[src/rtl/chip7458_arbiter.sv]
// chip7458_arbiter: round-robin sharing of one 7458 dual AND-OR datapath between
// two requesters. Drives the chip inputs, holds them SETTLE cycles, samples
// {p1y,p2y} and returns the result to the granted requester as a one-cycle pulse.
module chip7458_arbiter #(
    parameter int unsigned SETTLE = 2  // legal range 1..15
) (
    input  logic       clk,
    input  logic       areset,
    // requester 0
    input  logic       req0_valid,
    input  logic [9:0] req0_data,
    output logic       req0_ready,
    output logic       rsp0_valid,
    output logic [1:0] rsp0_data,
    // requester 1
    input  logic       req1_valid,
    input  logic [9:0] req1_data,
    output logic       req1_ready,
    output logic       rsp1_valid,
    output logic [1:0] rsp1_data,
    // 7458 datapath
    output logic [5:0] chip_p1,
    output logic [3:0] chip_p2,
    input  logic       chip_p1y,
    input  logic       chip_p2y,
    // status
    output logic       busy
);

    typedef enum logic [1:0] {
        StIdle  = 2'd0,
        StDrive = 2'd1,
        StResp  = 2'd2
    } state_e;

    // Counter is reloaded with SETTLE-1 so DRIVE spans exactly SETTLE cycles.
    localparam logic [3:0] SettleLoad = 4'(SETTLE - 1);

    state_e     r_state,      w_state_d;
    logic       r_last_grant, w_last_grant_d;  // 0: requester 0 served last
    logic       r_grant,      w_grant_d;       // requester of the in-flight transaction
    logic [3:0] r_settle_cnt, w_settle_cnt_d;
    logic [5:0] r_chip_p1,    w_chip_p1_d;
    logic [3:0] r_chip_p2,    w_chip_p2_d;
    logic [1:0] r_rsp0_data,  w_rsp0_data_d;
    logic [1:0] r_rsp1_data,  w_rsp1_data_d;

    logic       w_idle;
    logic       w_grant0;
    logic       w_grant1;
    logic       w_accept;
    logic [9:0] w_sel_data;

    // Round-robin grant: a lone requester always wins, a tie goes to the one not served last.
    always_comb begin
        w_idle     = (r_state == StIdle);
        w_grant0   = req0_valid & (~req1_valid | r_last_grant);
        w_grant1   = req1_valid & (~req0_valid | ~r_last_grant);
        w_accept   = w_idle & (w_grant0 | w_grant1);
        w_sel_data = w_grant1 ? req1_data : req0_data;
    end

    // Next-state logic for the FSM and all datapath registers.
    always_comb begin
        w_state_d      = r_state;
        w_last_grant_d = r_last_grant;
        w_grant_d      = r_grant;
        w_settle_cnt_d = r_settle_cnt;
        w_chip_p1_d    = r_chip_p1;
        w_chip_p2_d    = r_chip_p2;
        w_rsp0_data_d  = r_rsp0_data;
        w_rsp1_data_d  = r_rsp1_data;

        case (r_state)
            StIdle: begin
                if (w_accept) begin
                    w_state_d      = StDrive;
                    w_chip_p1_d    = w_sel_data[9:4];
                    w_chip_p2_d    = w_sel_data[3:0];
                    w_grant_d      = w_grant1;
                    w_last_grant_d = w_grant1;
                    w_settle_cnt_d = SettleLoad;
                end
            end
            StDrive: begin
                if (r_settle_cnt == 4'd0) begin
                    w_state_d = StResp;
                    if (r_grant) begin
                        w_rsp1_data_d = {chip_p1y, chip_p2y};
                    end else begin
                        w_rsp0_data_d = {chip_p1y, chip_p2y};
                    end
                end else begin
                    w_settle_cnt_d = r_settle_cnt - 4'd1;
                end
            end
            StResp: begin
                w_state_d = StIdle;
            end
            default: begin
                w_state_d = StIdle;
            end
        endcase
    end

    // State register; last_grant resets to 1 so requester 0 wins the first tie.
    always_ff @(posedge clk or posedge areset) begin
        if (areset) begin
            r_state      <= StIdle;
            r_last_grant <= 1'b1;
            r_grant      <= 1'b0;
            r_settle_cnt <= 4'd0;
            r_chip_p1    <= 6'd0;
            r_chip_p2    <= 4'd0;
            r_rsp0_data  <= 2'd0;
            r_rsp1_data  <= 2'd0;
        end else begin
            r_state      <= w_state_d;
            r_last_grant <= w_last_grant_d;
            r_grant      <= w_grant_d;
            r_settle_cnt <= w_settle_cnt_d;
            r_chip_p1    <= w_chip_p1_d;
            r_chip_p2    <= w_chip_p2_d;
            r_rsp0_data  <= w_rsp0_data_d;
            r_rsp1_data  <= w_rsp1_data_d;
        end
    end

    // Output decode; ready is combinational on the request valids.
    always_comb begin
        req0_ready = w_idle & w_grant0;
        req1_ready = w_idle & w_grant1;
        rsp0_valid = (r_state == StResp) & ~r_grant;
        rsp1_valid = (r_state == StResp) & r_grant;
        rsp0_data  = r_rsp0_data;
        rsp1_data  = r_rsp1_data;
        chip_p1    = r_chip_p1;
        chip_p2    = r_chip_p2;
        busy       = ~w_idle;
    end

endmodule

[config.mk]
export PLATFORM = sky130hd
export DESIGN_NAME = chip7458_arbiter
export DESIGN_NICKNAME = d
export VERILOG_FILES = /design/src/rtl/chip7458_arbiter.sv
export SDC_FILE = /design/constraint.sdc
export NUM_CORES = 1
export LEC_CHECK = 0
export ABC_AREA = 1
export ABC_CLOCK_PERIOD_IN_PS = 2700
export CORE_MARGIN = 2
export CORE_UTILIZATION = 45
export DETAILED_ROUTE_END_ITERATION = 10
export GPL_ROUTABILITY_DRIVEN = 0
export PLACE_DENSITY = 0.84
export SLEW_MARGIN = 20
export SYNTH_ARGS = -nofsm -noshare
export SYNTH_HDL_FRONTEND = slang
export SYNTH_SLANG_ARGS = --single-unit
[constraint.sdc]
create_clock -name clk -period 2.7 [get_ports clk]
set_input_delay 0.81 -clock clk [delete_from_list [all_inputs] [get_ports clk]]
set_output_delay 0.81 -clock clk [all_outputs]
set_load 0.01 [all_outputs]
==> impl_metrics.csv <==
group,metric,value,unit
critical_path,r2r_cells,5,
hold_path,whs_endpoint,"r_settle_cnt[0]$_DFFE_PP0P_",
synthesis,synth_area_leader_cell,"dfrtp_1",
floorplanning,io_pins,45,
synthesis,synthArstFlopShare,100,%
global_route,grt-ovfl-total,0,
power,peakVddDrop,659,µV
synthesis,synthesis.nets,157,
global_route,grt_max_degree,23,
clock_tree,cts_buffer_depth,2,
global_route,antenna_found_initial,0,
placed_design,placed_area,1580,µm²
sta,drv_slew,0,
sta,max_slew_margin,71.6,%
clock_tree,cts.clk_slew.worst_paths,0.11,ns
clock_tree,cts_buffers,3,
hold_path,hold_depth,2,
final_layout,area_delta_synth_final,47.1,%
critical_path,worst-setup-path-type,"primary input to output port",
synthesis,synthMuxAreaShare,0,%
floorplanning,fp.dieW,53.1,µm
critical_path,r2r_slack,1.39,ns
run_status,status,"complete, no violations",
critical_path,r2r_start,"r_state[0]$_DFFE_PP0P_",
sta,tns,0,ns
synthesis,ys.flop_type,"dfrtp_1",
routing,final_antenna_net_count,0,
clock_tree,h-tree-depth,1,
synthesis,yosysMostFrequentCell,"nand2_1",
synthesis,synthTopCellsByArea,"dfrtp_1 (48%), nand2_1 (9.3%), nand3_1 (6.0%)",
critical_path,arrival,1.79,ns
floorplanning,chipHeight,53.1,µm
flow_run,cap_viol_max_count,0,
sta,worst_pin_slew,0.426,ns
synthesis,synth_compound_area_share,10.8,%
synthesis,ys_top_cells_by_count,"nand2_1 (27), dfrtp_1 (21), nor2_1 (15)",
synthesis,synth.distinct_cells,21,
synthesis,yosysTopAreaCellShare,48.4,%
clock_tree,clockRootBuffer,"clkbuf_4",
routing,initialDrtViolationCount,21,
floorplanning,rows,17,
final_layout,diodes,0,
final_layout,drive_above_1_share,11.8,%
floorplanning,core,2250,µm²
routing,route.detailed.drc,0,
critical_path,start_kind,"primary input",
sta,rsz0062_at_grt,"no",
sta,finalHoldViolations,0,
routing,viasPerCell,5.04,
clock_tree,cts_sinks,22,
routing,dr.pass1.iters,4,
routing,routedWlPerCell,11.8,µm
clock_tree,clk_latency,0.30,ns
clock_tree,cts_tree,"done",
sta,period_needed,2.60,ns
critical_path,end_kind,"output port",
placed_design,io_buffer_count,44,
floorplanning,die_area,2820,µm²
sta,min_period_over_period,96.2,%
sta,worst_slack,0.104,ns
synthesis,synth_edf_count,0,
global_route,grt.total_usage,21.3,%
synthesis,yosys.area_share.adder,2.30,%
routing,dr_total_vias,1038,
synthesis,synth_top_family_by_area,"simple AND/OR/NAND/NOR gates",
sta,setup_viol_count_final,0,
critical_path,reg2reg_to,"chip_p1[3]$_DFFE_PP0P_",
placed_design,post-place-ws,-0.233,ns
final_layout,final_nets,207,
global_route,grt_pass1_vias,1079,
synthesis,synth_area,1090,µm²
synthesis,yosysWarnings,0,
hold_path,hold_start,"r_settle_cnt[0]$_DFFE_PP0P_",
placed_design,dp_hpwl,1.96,mm
synthesis,ys_ff_latch,22,
power,leakage,0.721,nW
sta,holdWs,0.499,ns
synthesis,synthCells,129,
critical_path,cp_max_fo,3,
hold_path,min_path_type,"flop to flop",
synthesis,synth-simple-area-share,27.5,%
synthesis,synth_xor_area_share,0.806,%
synthesis,synth_area_per_cell,8.42,µm²
critical_path,worstPathRequired,1.89,ns
global_route,grt_pass1_wl,4.36,mm
floorplanning,start_util,48.2,%
sta,skew,0.00662,ns
sta,fmax,385,MHz
synthesis,ys_seq_area_share,50.8,%
final_layout,fin_area,1600,µm²
routing,wirelength,2.43,mm
final_layout,final_util,70.9,%
power,p_per_area,1050,nW/µm²
-- layer usage --
layer | vias to the layer above | part of all wire [%] | global-route usage (%) | routed length [µm]
li1 | 519 | - | - | -
met2 | 40 | 47 | 36.3 | 1150
met3 | 5 | 7.5 | 6.21 | 183
met4 | 0 | 1.1 | 9.40 | 27
met5 | - | 0 | 0 | 0
met1 | 474 | 44 | 24.6 | 1070
-- flip-flops by register name, indices dropped and copies added, names as in the netlist --
register / count
chip_p1: 6
chip_p2: 4
r_grant: 1
r_last_grant: 1
r_settle_cnt: 4
r_state: 2
rsp0_data: 2
rsp1_data: 2
-- cell type report --
type / instances / area, µm²
well taps: 28 / 35.0
inverters: 14 / 52.6
fillers: 183 / 657
repair buffers: 50 / 479
flip-flops and latches: 22 / 552
clock buffers: 4 / 26.3
multi-input cells: 88 / 453
-- worst max path at each step --
stage,to,depth (start not counted),start,slack [ns]
floorplan,req0_ready,2,req1_valid,0.71
global placement,req1_ready,4,req1_valid,-0.18
detailed placement,req1_ready,5,req0_valid,-0.23
CTS,req1_ready,5,req0_valid,0.03
global route,req0_ready,4,req0_valid,0.04
finish,req0_ready,4,req0_valid,0.10
-- metrics by stage --
| stage | total power, mW | cells |
|---|---|---|
| after global routing | 1.83 | 206 |
| after CTS | 1.70 | 206 |
| after floorplan | 1.15 | 129 |
| after detailed placement | 1.55 | 202 |
| final | 1.68 | 206 |
| after global placement | 1.50 | 202 |
-- timing repair --
action,in CTS,in global routing
gates resized for setup,2,3
endpoints found under the setup margin,2,1
hold buffers,0,0
buffers inserted,0,0
-- cells in the final DEF (no fill, tap or decap) --
| cell type | n |
|---|---|
| clkdlybuf4s50_1 | 42 |
| nand2_1 | 27 |
| dfrtp_1 | 21 |
| nor2_1 | 14 |
| nand3_1 | 13 |
| inv_1 | 12 |
| a31oi_1 | 10 |
| buf_4 | 6 |
| o21ai_0 | 5 |
| o21ai_1 | 4 |
| clkbuf_4 | 3 |
| inv_2 | 2 |
| nand2_2 | 2 |
| nor2_2 | 2 |
| nor2_4 | 2 |
| a21oi_1 | 2 |
| nor3_1 | 2 |
| ha_1 | 2 |
| nand2b_4 | 1 |
| nand2_4 | 1 |
| xnor2_1 | 1 |
| clkbuf_1 | 1 |
| dlygate4sd2_1 | 1 |
| clkbuf_2 | 1 |
| dfstp_2 | 1 |
-- kinds of logic (layout without fill, tap and decap cells) --
family | count (synthesis) | count (layout)
AND/OR/NAND/NOR | 64 | 64
buffers and inverters | 19 | 68
XOR/XNOR | 1 | 1
adder cells (fa/ha/maj) | 2 | 2
AO/OA/AOI/OAI | 21 | 21
flip-flops | 22 | 22
-- power breakdown --
part / leakage, nW / internal (mW) / switching [mW] / total, mW
clock: 0.0150 / 0.0576 / 0.0914 / 0.149
sequential: 0.258 / 0.498 / 0.101 / 0.599
combinational: 0.447 / 0.441 / 0.494 / 0.935
-- worst max-delay path: stages --
cell	delay, ns
clkdlybuf4s50_1	0.50
nand2_1	0.06
a21oi_1	0.13
dlygate4sd2_1	0.28
No activity file was read; power rests on OpenSTA's default activity.
